===== src/rtl/inst_prefetch.sv =====
// inst_prefetch: instruction prefetch unit sitting between instruction memory and decode.
//
// Issues sequential fetch requests, buffers returned words in a DEPTH-entry queue of
// {pc, instr} pairs, and presents the head to decode. Credit-based issue (stored +
// in-flight < DEPTH) means the queue can never overflow. A redirect (PC_R) flushes the
// queue and retargets fetch. Requests still in flight from before the redirect are
// drained and dropped in StDrain.
//
// Parameters:
//   DEPTH    - queue entries (power of two, 2..16)
//   RESET_PC - first fetch address after reset
//
// Ports:
//   clk, rst                     - clock, asynchronous active-high reset
//   im_req_valid/ready/addr      - fetch request channel to instruction memory
//   im_rsp_valid/data            - in-order responses from instruction memory
//   PC_R, PC_DISP                - redirect strobe and target from execute
//   STALL_DE                     - decode cannot accept this cycle
//   InstrD, PC_DE, instr_valid   - instruction, its address and valid to decode
//
// Build option:
//   INST_PREFETCH_BYPASS_EN - when defined, a response arriving in StRun with the queue
//                             empty, decode ready and no redirect is passed straight
//                             through to decode in the same cycle without being stored.
module inst_prefetch #(
  parameter int unsigned DEPTH    = 4,
  parameter logic [31:0] RESET_PC = 32'h0000_0000
) (
  input  logic        clk,
  input  logic        rst,
  output logic        im_req_valid,
  input  logic        im_req_ready,
  output logic [31:0] im_req_addr,
  input  logic        im_rsp_valid,
  input  logic [31:0] im_rsp_data,
  input  logic        PC_R,
  input  logic [31:0] PC_DISP,
  input  logic        STALL_DE,
  output logic [31:0] InstrD,
  output logic [31:0] PC_DE,
  output logic        instr_valid
);

  localparam int unsigned AW = (DEPTH > 1) ? $clog2(DEPTH) : 1;
  localparam int unsigned CW = AW + 1;
  localparam logic [31:0] Nop = 32'h0000_0013;

  typedef enum logic [0:0] {StRun, StDrain} state_e;

  state_e         state_q, state_d;
  logic [31:0]    fetch_pc_q, fetch_pc_d;
  logic [CW-1:0]  outstanding_q, outstanding_d;
  logic [CW-1:0]  count_q, count_d;
  logic [AW-1:0]  wr_ptr_q, wr_ptr_d;
  logic [AW-1:0]  rd_ptr_q, rd_ptr_d;
  logic [31:0]    pc_mem    [DEPTH];
  logic [31:0]    instr_mem [DEPTH];

  logic [CW:0]    inflight;
  logic           credit_ok;
  logic           req_fire;
  logic           rsp_take;
  logic           fifo_valid;
  logic           bypass;
  logic           push;
  logic           pop;
  logic [31:0]    rsp_pc;

  assign inflight   = (CW+1)'(count_q) + (CW+1)'(outstanding_q);
  assign credit_ok  = inflight < (CW+1)'(DEPTH);
  assign fifo_valid = (count_q != '0);

  // Gated by rst so no request is visible while reset is held.
  assign im_req_valid = !rst && (state_q == StRun) && !PC_R && credit_ok;
  assign im_req_addr  = fetch_pc_q;
  assign req_fire     = im_req_valid && im_req_ready;
  assign rsp_take     = im_rsp_valid && (outstanding_q != '0);

  // In StRun every in-flight request is sequential and ends at fetch_pc_q - 4, so the
  // oldest one (the one responding now) sits outstanding_q words behind fetch_pc_q.
  assign rsp_pc = fetch_pc_q - (32'(outstanding_q) << 2);

`ifdef INST_PREFETCH_BYPASS_EN
  assign bypass = (state_q == StRun) && !fifo_valid && im_rsp_valid && !STALL_DE && !PC_R;
`else
  assign bypass = 1'b0;
`endif

  assign instr_valid = fifo_valid || bypass;
  assign pop         = fifo_valid && !STALL_DE && !PC_R;
  assign push        = (state_q == StRun) && im_rsp_valid && !PC_R && !bypass;

  always_comb begin : next_state
    state_d       = state_q;
    fetch_pc_d    = fetch_pc_q;
    outstanding_d = outstanding_q;
    count_d       = count_q;
    wr_ptr_d      = wr_ptr_q;
    rd_ptr_d      = rd_ptr_q;

    // Responses still decrement even when dropped (redirect or drain).
    if (req_fire && !rsp_take) begin
      outstanding_d = outstanding_q + CW'(1);
    end else if (!req_fire && rsp_take) begin
      outstanding_d = outstanding_q - CW'(1);
    end

    if (PC_R) begin
      fetch_pc_d = PC_DISP;
      count_d    = '0;
      wr_ptr_d   = '0;
      rd_ptr_d   = '0;
      state_d    = (outstanding_d != '0) ? StDrain : StRun;
    end else begin
      case (state_q)
        StRun: begin
          if (req_fire) fetch_pc_d = fetch_pc_q + 32'd4;
          if (push) wr_ptr_d = wr_ptr_q + AW'(1);
          if (pop) rd_ptr_d = rd_ptr_q + AW'(1);
          if (push && !pop) begin
            count_d = count_q + CW'(1);
          end else if (pop && !push) begin
            count_d = count_q - CW'(1);
          end
        end
        StDrain: begin
          if (outstanding_d == '0) state_d = StRun;
        end
        default: state_d = StRun;
      endcase
    end
  end

  always_comb begin : decode_out
    InstrD = Nop;
    PC_DE  = '0;
    if (fifo_valid) begin
      InstrD = instr_mem[rd_ptr_q];
      PC_DE  = pc_mem[rd_ptr_q];
    end else if (bypass) begin
      InstrD = im_rsp_data;
      PC_DE  = rsp_pc;
    end
  end

  always_ff @(posedge clk or posedge rst) begin
    if (rst) begin
      state_q       <= StRun;
      fetch_pc_q    <= RESET_PC;
      outstanding_q <= '0;
      count_q       <= '0;
      wr_ptr_q      <= '0;
      rd_ptr_q      <= '0;
    end else begin
      state_q       <= state_d;
      fetch_pc_q    <= fetch_pc_d;
      outstanding_q <= outstanding_d;
      count_q       <= count_d;
      wr_ptr_q      <= wr_ptr_d;
      rd_ptr_q      <= rd_ptr_d;
    end
  end

  // Storage needs no reset: entries are only read when count_q says they are valid.
  always_ff @(posedge clk) begin
    if (push) begin
      pc_mem[wr_ptr_q]    <= rsp_pc;
      instr_mem[wr_ptr_q] <= im_rsp_data;
    end
  end

endmodule


===== config.mk =====
export PLATFORM = sky130hd
export DESIGN_NAME = inst_prefetch
export DESIGN_NICKNAME = d
export VERILOG_FILES = /design/src/rtl/inst_prefetch.sv
export SDC_FILE = /design/constraint.sdc
export NUM_CORES = 1
export LEC_CHECK = 0
export ABC_CLOCK_PERIOD_IN_PS = 6250
export CORE_MARGIN = 2
export CORE_UTILIZATION = 45
export DETAILED_ROUTE_END_ITERATION = 8
export PLACE_DENSITY_LB_ADDON = 0.2
export SYNTH_ARGS = -nofsm -noshare
export SYNTH_HDL_FRONTEND = slang
export SYNTH_SLANG_ARGS = --single-unit
export TNS_END_PERCENT = 1

===== constraint.sdc =====
create_clock -name clk -period 6.25 [get_ports clk]
set_clock_uncertainty 0.15 [all_clocks]
set_input_delay 1.25 -clock clk [delete_from_list [all_inputs] [get_ports clk]]
set_output_delay 1.25 -clock clk [all_outputs]
set_load 0.03 [all_outputs]

# [After elaboration in Yosys (flattened, before gate mapping)]
# Memories as Yosys holds them, arrays and structs flattened.
# Cells that the tools add are included.
[totals] out_inout_bits=98 mem_bits_rw=256 regBits=43 word_cells=75 input_bits=70 mem_count=2
[classes] bitwise=1 addsub=9 n_lt_le_gt_ge=1 reduce_logical=32 n_mux=23 eq_ne=1
[mem_list] memory="instr_mem" words=4 width=32 read_ports=1 rd_ports_with_merged_regs=0 write_ports=1 line_no="57" rtl="logic [31:0] instr_mem [DEPTH];"
[mem_list] memory="pc_mem" words=4 width=32 read_ports=1 rd_ports_with_merged_regs=0 write_ports=1 line_no="56" rtl="logic [31:0] pc_mem [DEPTH];"
[op_table] operator="two-way mux 32 bit" count=5
[op_table] operator="adder 32 x 3 -> 32 bit (second input constant)" count=1
[op_table] operator="subtractor 32 x 5 -> 32 bit" count=1
[op_table] operator="two-way mux 3 bit" count=6
[op_table] operator="logical AND 1 bit" count=13
[op_table] operator="two-way mux 2 bit" count=6
[op_table] operator="nonzero test 3 bit" count=4
[op_table] operator="AND reduction 2 bit" count=4
[op_table] operator="logical NOT 1 bit" count=7
[op_table] operator="adder 3 x 1 -> 3 bit (second input constant)" count=2
[op_table] operator="two-way mux 1 bit" count=6
[op_table] operator="nonzero test 2 bit" count=3
[op_table] operator="subtractor 3 x 1 -> 3 bit (second input constant)" count=2
[op_table] operator="adder 2 x 1 -> 2 bit (second input constant)" count=2
[op_table] operator="adder 3 x 3 -> 4 bit" count=1
[op_table] operator="less-than comparator 4 x 3 -> 1 bit (second input constant)" count=1
[op_table] operator="logical NOT 3 bit" count=1
[op_table] operator="inequality test 2 bit (second input constant)" count=1
[op_table] operator="NOT 1 bit" count=1

# [Longest topological paths before layout]
# Gate-level depths: netlist (run 1).
[logic_depth] depth_word=13 mapped_depth=10 depth_no_buf=8

# [Worst setup path after synthesis (run 1)]
# No wires, ideal clock.
[synth_path] path_type="input to register" start="input PC_R" end="memory instr_mem[0][0], enable pin" required_time_ns=5.671 setup_slack_ns=2.572 path_buffers=0 arrival_ns=3.099 stages=2 setup_ns=0.429 path_cell_list="nor2_1 > and3_1"
[synth_via] elab_chain_cells=4
[synth_lines] item="from (decl)" line_no="36" rtl="input logic PC_R,"
[synth_lines] item="logical NOT 1 bit" line_no="91" rtl="assign push = (state_q == StRun) && im_rsp_valid && !PC_R && !bypass;"
[synth_lines] item="logical AND 1 bit" line_no="91"
[synth_lines] item="two-way mux 1 bit" line_no="166" rtl="if (push) begin"
[synth_lines] item="two-way mux 1 bit (not written as such)" line_no="168" rtl="instr_mem[wr_ptr_q] <= im_rsp_data;"
[synth_lines] item="to (decl)" line_no="57"
# No other way between the ends.

# [Worst setup path after layout (run 1)]
[layout_path] start="register count_q[0]" end="output PC_DE[9]"
[layout_via] elab_chain_cells=2
[layout_lines] item="from (decl)" line_no="53" rtl="logic [CW-1:0] count_q, count_d;"
[layout_lines] item="from (signal assigned)" line_no="158" rtl="count_q <= count_d;"
[layout_lines] item="nonzero test 3 bit" line_no="71" rtl="assign fifo_valid = (count_q != '0);"
[layout_lines] item="two-way mux 32 bit" line_no="137" rtl="if (fifo_valid) begin"
[layout_lines] item="to (decl)" line_no="40" rtl="output logic [31:0] PC_DE,"
# No other way between the ends.

==> run metrics, run 1 <==
Max Fanout on Critical Path between 60 and 70; Post-CTS Setup Inserts 0; total track usage a little under a fifth; fin crit period 4664 ps; R2R Path Start count_q[0]$_DFFE_PP0P_; WL/cell 20.65 µm; GP Congestion approximately 0.77; row count between 60 and 70; Clk Latency, worst-skew pair 540 ps; first-pass detailed-route iteration total 4; # H-tree levels 1; Vias/cell about 5.5; grt ovf 0; final core occ between 50% and 60%; Reg2Reg Depth 8; Initial Util between 40% and 50%; setup TNS 0 ps; CTS root buf clkbuf_16; delay of the slowest critical-path stage approximately 700 ps; register area share after synthesis 68.18%; core area 0.02793 mm²; DRC 0; Synth area leader edfxtp_1; cell chain of the critical path nor3_1, inv_2, and2_1, clkdlybuf4s50_1; flop-to-flop setup slack 3070 ps; worst-margin pin slew around 1200 ps; Avg Cell Area, Syn roughly 16 µm²; Startpoint Class flip-flop; Slowest-stage cell, CP nor3_1; relative slew slack between 10% and 20%; max_cap viols 0; largest net degree at the start of global routing 67; clock buffer depth 3; layout cells sized above 1 a little over an eighth; Primary FF master, synth edfxtp_1; Routed Antenna Nets 0; Post-synth EDFFs 256; HPWL after DPL between 15 and 20 mm; Worst Min Path Start im_req_addr[0]$_DFFE_PP0P_; distinct cell type count after synthesis 53; Mapped Area 0.01285 mm²; FMAX roughly 210 MHz; antenna violations before repair 1; Layout area overhead 23.13%; Ys Warns 0; Initial DRC Count 536; Buffers & Inverters on Critical Path 2; routed vias 7469; Clock Sinks roughly 300; Synth Register Bits 299; post_cts resized 0; vias in the first global route 7652; WP data arrival 3260 ps; fin crit share 74.63%; Layout Cells excl Fill 1354; top cells by area, synth edfxtp_1, mux4_2, dfrtp_1; Num CTS Buffers 31; WL met1 between 10 and 15 mm; outcome finished, final reports clean; Endpoint, Worst Hold pc_mem[0][0]$_DFFE_PP_; met3 wire length roughly 1.5 mm; Critical Path RT 4850 ps; CTS tree yes; IO Count ~170; Clock transition at path regs approximately 60 ps; worst reg2reg path endpoint count_q[2]$_DFFE_PP0P_; Pwr per Cell Area 324.5 mW/mm²; Hold Path Class flip-flop to flip-flop; RSZ-0062 raised after global routing no; first-pass GRT wire length ~44 mm; Hold-fix buffers, CTS 0; Routed Wire Length 27.96 mm; critical path class flip-flop to output pin; syn_nets between 800 and 900; share of the synthesized area in the top cell type 59.81%; Critical Path Sink Type output pin; Slew Limit Fails 0; port bufs 167; placed insts about 1300; Post-Syn Instances 798; die span in y 173.0 µm; metal2 WL roughly 14 mm; Max IR drop VDD between 0.2 and 0.25 mV; hold path depth 0; final net count just over 1000; Final setup viols 0; critical path's top delay family buffers and inverters; leak pwr 5.165 nW; Die X 173.0 µm; highest metal used met4; die area 0.02993 mm²; count of final hold-check violations 0; ys async rst share approximately 14%
final cells by class:
class / count / area (µm²)
timing repair buffer: 171 / 1714
inverter: 19 / 71.32
multi-input combinational: 429 / 3825
sequential: 299 / 8771
fill: 2258 / 12110
clock inverter: 18 / 163.9
antenna: 1 / 2.502
clock buffer: 39 / 805.8
tap: 378 / 473.0
per-stage QoR:
| stage | hold slack [ps] | total power, mW | worst slack, ps | instance area [µm²] |
|---|---|---|---|---|
| 2_1_floorplan | 343.6 | 3.011 | 2572 | 12850 |
| 3_3_place_gp | 383.4 | 3.411 | 1727 | 14850 |
| 3_5_place_dp | 387.7 | 3.430 | 1747 | 14850 |
| 4_1_cts | 402.2 | 5.185 | 1451 | 15820 |
| 5_1_grt | 413.6 | 5.339 | 1347 | 15820 |
| 6_report | 398.9 | 5.135 | 1586 | 15830 |
routing by layer:
metal  track usage (%)  vias to the layer above
met5                 0                        -
met4             3.814                        0
met3             3.078                       33
met2             31.92                      222
met1             25.44                     3811
li1                  -                     3403
worst max path at each step:
stage,start,endpoint,cells past startpoint
final,count_q[0]$_DFFE_PP0P_,PC_DE[9],4
after global routing,rd_ptr_q[0]$_DFFE_PP0P_,PC_DE[4],4
after CTS,rd_ptr_q[0]$_DFFE_PP0P_,PC_DE[9],4
after detailed placement,PC_R,im_req_valid,4
after global placement,PC_R,im_req_valid,4
after floorplan,PC_R,instr_mem[0][0]$_DFFE_PP_,2
kinds of logic after synthesis:
| kind of cell | share of synthesized area, % |
|---|---|
| mux | 11.62 |
| buf+inv | 2.219 |
| xor+xnor | 2.521 |
| compound gates | 3.884 |
| simple gates | 9.919 |
| flops | 68.18 |
| fa+ha+maj | 1.655 |
power by group:
group          leakage (nW)  internal [mW]  switching (mW)
Sequential             2.82           2.29          0.0983
Clock                 0.472           1.03           0.728
Combinational          1.87          0.417           0.572
Total                  5.17           3.74            1.40
synthesized netlist by cell type (all sizes together), types with 15 or more instances:
library cell and count:
clkbuf 36, inv 19, nor2 36, nand3 24, dfrtp 43, and2 62, edfxtp 256, xnor2 16
buf 15, nand2 36, mux4 64, xor2 21, o21ai 26
cells in the final DEF, fill, tap and decap left out, types with 14 or more instances in the layout:
cell             count
xor2_1              21
dfrtp_1             41
o21ai_0             26
clkbuf_16           31
nand3_1             24
and2_1              62
mux4_2              64
edfxtp_1           256
inv_1               17
nor3_1              14
clkdlybuf4s50_1    167
nand2_1             36
nor2_1              36
xnor2_1             16
sequential cells by signal, indices dropped and copies added (netlist names):
name	cells
outstanding_q	3
im_req_addr	32
instr_mem	128
rd_ptr_q	2
pc_mem	128
count_q	3
wr_ptr_q	2
state_q	1
(Power assumes the default switching activity.)
==> run 2, diff against run 1 <==
Settings changed: ABC_CLOCK_PERIOD_IN_PS 6250 to 3930.
Clock period 6.25 ns to 3.93 ns, I/O delays scaled along.
==> run metrics, run 2 (synthesis results as in run 1) <==
ANT cells 0 (-1); antenna violations before repair 0 (-1); Hold-fix buffers, CTS 0 (unchanged); sequential share of power 44.7% (-1.8 points); WP data arrival 2750 ps (-510 ps); Vias/cell 5.514 (about the same); fin crit period around 3700 ps; Critical Path RT 2990 ps (-1860 ps); worst-margin pin slew 1052 ps (-154.1 ps); post_cts resized 0 (unchanged); Clock Sinks 299 (unchanged); final net count 1059 (+2.2%); clock buffer depth 3 (unchanged); critical path class flip-flop to output pin; Clk Latency, worst-skew pair 560 ps (+20 ps); Layout area overhead 25.81%; relative slew slack 29.58% (+10 points); DRC 0 (unchanged); first-pass detailed-route iteration total 5 (+1); Post-CTS Setup Inserts 0 (unchanged); die span in y 173.0 µm (unchanged); clock share of power 35.8% (+1.5 points); leak pwr 5.362 nW (+3.8%); IO Count 168 (unchanged); highest-count cells in the layout ignoring fill and taps edfxtp_1, clkdlybuf4s50_1, mux4_2; max_cap viols 0 (unchanged); Initial Util 46.01% (unchanged); GP Congestion 0.8172 (+6.2%); largest net degree at the start of global routing 54 (-19%); grt ovf 0 (unchanged); Pwr per Cell Area 522.3 mW/mm² (+61%); sw frac 26.99% (-0.24 points); Routed Wire Length 28.49 mm (+1.9%); WL/cell 20.69 µm (+0.19%); vias in the first global route 7749 (+1.3%); CTS tree yes; RSZ-0062 raised after global routing no; Critical Path Sink Type output pin; core area 0.02793 mm² (unchanged); HPWL after DPL 18.31 mm (+10%); most common cell after layout, fill and taps aside edfxtp_1; outcome finished, final reports clean; routed vias 7593 (+1.7%); Power Internal 6.167 mW (+65%); total track usage 18.97% (+0.30 points); # H-tree levels 1 (unchanged); Hold Path Class flip-flop to flip-flop; Clock transition at path regs 60 ps (about the same); Final setup viols 0 (unchanged); flop-to-flop setup slack 740 ps (-2330 ps); Placement Setup Slack 527.2 ps (-1219 ps); setup TNS 0 ps (unchanged); Max IR drop VDD 0.4425 mV (+86%); count of final hold-check violations 0 (unchanged); switching power 2.280 mW (+63%); Initial DRC Count 723 (+35%); Routed Antenna Nets 0 (unchanged); Num CTS Buffers 31 (unchanged); worst setup margin 245.3 ps (-1340 ps); row count 61 (unchanged); Startpoint Class flip-flop; Slew Limit Fails 0 (unchanged); FMAX approximately 270 MHz; Max Fanout on Critical Path 26 (-61%); Combinational Power Share 19.5% (+0.2 points); die area 0.02993 mm² (unchanged); CTS root buf clkbuf_16; fin crit share a little over nine tenths; port bufs 167 (unchanged); Die X 173.0 µm (unchanged); first-pass GRT wire length 44.53 mm (+1.6%); layout cells sized above 1 16.72% (+3.2 points)
==> run 2: cell types whose count changed in the layout (fill, tap and decap cells not counted), moves of 2 or more <==
cell       previous run  this run
clkinv_1              8         2
bufinv_16             3         5
buf_12                1         7
clkinv_2              5         9
inv_6                 0         3
buf_4                 3        21
clkbuf_8              0         3
clkbuf_1              8         4
==> run 2: per-layer routing <==
layer	global-route usage, %	up-vias	share of wire (%)
met1	26.44	3840	43
met5	0	-	0
met3	3.034	43	5.1
met2	31.43	256	49
met4	4.696	0	2.1
li1	-	3454	-
==> run 2: metrics by stage <==
stage / area, µm² / hold slack [ps] / instances / total power, mW / utilization (%)
5_1_grt: 16170 / 432.7 / 1377 / 8.780 / 57.89
2_1_floorplan: 12850 / 343.6 / 798 / 4.788 / -
4_1_cts: 16170 / 414.8 / 1377 / 8.530 / 57.88
3_5_place_dp: 15100 / 399.6 / 1319 / 5.496 / 54.05
6_report: 16170 / 400.7 / 1377 / 8.447 / 57.89
3_3_place_gp: 15100 / 380.2 / 1319 / 5.470 / 54.05
==> run 2: layout make-up <==
class | count | area (µm²)
Tap cell | 378 | 473.0
Clock buffer | 38 | 832.0
Multi-Input combinational cell | 429 | 3825
Timing Repair Buffer | 194 | 1959
Fill cell | 2222 | 11760
Sequential cell | 299 | 8771
Inverter | 19 | 73.82
Clock inverter | 20 | 236.5
==> run 2: final timing paths <==
kind	start	end	cells after the start
worst max-delay path	rd_ptr_q[0]$_DFFE_PP0P_	InstrD[4]	4
worst min-delay path	im_req_addr[0]$_DFFE_PP0P_	pc_mem[1][0]$_DFFE_PP_	0
worst max register to register	im_req_addr[18]$_DFFE_PP0N_	pc_mem[3][31]$_DFFE_PP_	5
worst min register to register	im_req_addr[0]$_DFFE_PP0P_	pc_mem[1][0]$_DFFE_PP_	0
max in group asynchronous	rst	im_req_addr[24]$_DFFE_PP0N_	3
min in group asynchronous	rst	count_q[0]$_DFFE_PP0P_	2
==> run 2: power groups by stage <==
stage	clock network (mW)	registers, mW	logic, mW
floorplan	0	3.83	0.956
global placement	0	3.84	1.63
detailed placement	0	3.84	1.66
CTS	3.09	3.77	1.66
global route	3.22	3.79	1.77
finish	3.03	3.77	1.65
==> run 2: worst max-delay path, stage by stage, from the launching register on <==
cell and delay (ps):
dfrtp_4 520, buf_12 250, mux4_2 520, or2_2 300, clkdlybuf4s50_1 600
==> run 3, diff against run 2 <==
Settings changed: CAP_MARGIN from default to 30.
==> run metrics, run 3 (synthesis results as in run 1) <==
outcome finished, final reports clean; grt ovf 0 (unchanged); Die X 173.0 µm (unchanged); antenna violations before repair 0 (unchanged); CTS root buf clkbuf_16; first-pass GRT wire length 44.37 mm (-0.35%); Hold Path Class flip-flop to flip-flop; relative slew slack 35.26% (+5.7 points); GP Congestion 0.8172 (unchanged); Hold-fix buffers, CTS 0 (unchanged); Routed Wire Length 28.59 mm (+0.34%); Pwr per Cell Area 515.7 mW/mm² (-1.3%); highest-count cells in the layout ignoring fill and taps edfxtp_1, clkdlybuf4s50_1, mux4_2; core area 0.02793 mm² (unchanged); RSZ-0062 raised after global routing no; WL/cell 20.75 µm (+0.27%); sequential share of power 45.4% (+0.7 points); post_cts resized 0 (unchanged); Initial Util 46.01% (unchanged); first-pass detailed-route iteration total 5 (unchanged); die span in y 173.0 µm (unchanged); Startpoint Class flip-flop; Clock Sinks 299 (unchanged); Layout area overhead 25.42%; Max Fanout on Critical Path 26 (unchanged); most common cell after layout, fill and taps aside edfxtp_1; critical path class flip-flop to output pin; HPWL after DPL 18.33 mm (+0.12%); minimum hold slack 399.7 ps (-0.9800 ps); Num CTS Buffers 31 (unchanged); Vias/cell 5.514 (about the same); Initial DRC Count 658 (-9.0%); Critical Path Sink Type output pin; Clock transition at path regs 60 ps (about the same); layout cells sized above 1 16.40% (-0.32 points); leak pwr 5.334 nW (-0.53%); sw frac 27.45% (+0.46 points); Routed Antenna Nets 0 (unchanged); clock share of power 34.8% (-1.0 points); FMAX 271.1 MHz (about the same); Max IR drop VDD 0.3331 mV (-25%); max_cap viols 0 (unchanged); Final setup viols 0 (unchanged); setup TNS 0 ps (unchanged); row count 61 (unchanged); die area 0.02993 mm² (unchanged); count of final hold-check violations 0 (unchanged); ANT cells 0 (unchanged); final core occ 57.71% (-0.18 points); port bufs 167 (unchanged); Critical Path RT 2990 ps (about the same); Clk Latency, worst-skew pair 550 ps (about the same); switching power 2.283 mW (+0.11%); CTS tree yes; worst-margin pin slew 963.7 ps (-88.72 ps); fin crit period 3688 ps (+3.302 ps); Combinational Power Share 19.8% (+0.3 points); final net count 1060 (+0.094%); routed vias 7598 (+0.066%); Tot Pwr 8.314 mW (-1.6%); DRC 0 (unchanged); IO Count 168 (unchanged); WP data arrival 2750 ps (about the same); Slew Limit Fails 0 (unchanged); total track usage 18.86% (-0.10 points); Power Internal 6.031 mW (-2.2%); fin crit share 93.84% (about the same); Post-CTS Setup Inserts 0 (unchanged); clock buffer depth 3 (unchanged); largest net degree at the start of global routing 54 (unchanged); vias in the first global route 7690 (-0.76%); # H-tree levels 1 (unchanged)
==> run 3: cell type report <==
class                           count  area (µm²)
Clock inverter                     26       231.5
Inverter                           19       73.82
Multi-Input combinational cell    429        3825
Clock buffer                       32       779.5
Timing Repair Buffer              195        1967
Fill cell                        2221       11810
Tap cell                          378       473.0
Sequential cell                   299        8771
==> run 3: final timing paths <==
kind                                          endpoint  slack (ps)  cells after the start                         from
setup / recovery                             InstrD[0]         240                      4      rd_ptr_q[0]$_DFFE_PP0P_
hold / removal                  pc_mem[1][0]$_DFFE_PP_         400                      0   im_req_addr[0]$_DFFE_PP0P_
setup reg to reg               pc_mem[1][31]$_DFFE_PP_         740                      5  im_req_addr[18]$_DFFE_PP0N_
hold reg to reg                 pc_mem[1][0]$_DFFE_PP_         400                      0   im_req_addr[0]$_DFFE_PP0P_
max in group asynchronous  im_req_addr[24]$_DFFE_PP0N_        2320                      3                          rst
min in group asynchronous      rd_ptr_q[1]$_DFFE_PP0P_         630                      2                          rst
==> run 3: worst max-delay path: stages, from the launching register on <==
cell             delay, ps
dfrtp_4                520
buf_12                 250
mux4_2                 510
or2_2                  310
clkdlybuf4s50_1        600
==> run 3: routing by layer <==
layer | global-route usage, % | vias to the layer above | part of all wire, %
met5 | 0 | - | 0
met4 | 4.449 | 0 | 2.0
met1 | 26.08 | 3873 | 44
met3 | 2.946 | 48 | 5.2
met2 | 31.67 | 224 | 49
li1 | - | 3453 | -
==> run 3: stage by stage <==
stage / std cells / worst slack, ps / area [µm²]
4_1_cts: 1378 / 77.92 / 16120
6_report: 1378 / 242.0 / 16120
5_1_grt: 1378 / 124.9 / 16120
3_5_place_dp: 1320 / 648.1 / 15110
3_3_place_gp: 1319 / 562.6 / 15100
2_1_floorplan: 798 / 715.6 / 12850
==> run 3: power groups by stage <==
stage,sequential (mW),clock [mW],combinational (mW)
3_3_place_gp,3.84,0,1.63
2_1_floorplan,3.83,0,0.956
6_report,3.77,2.89,1.65
4_1_cts,3.77,2.96,1.67
5_1_grt,3.79,3.09,1.77
3_5_place_dp,3.84,0,1.66
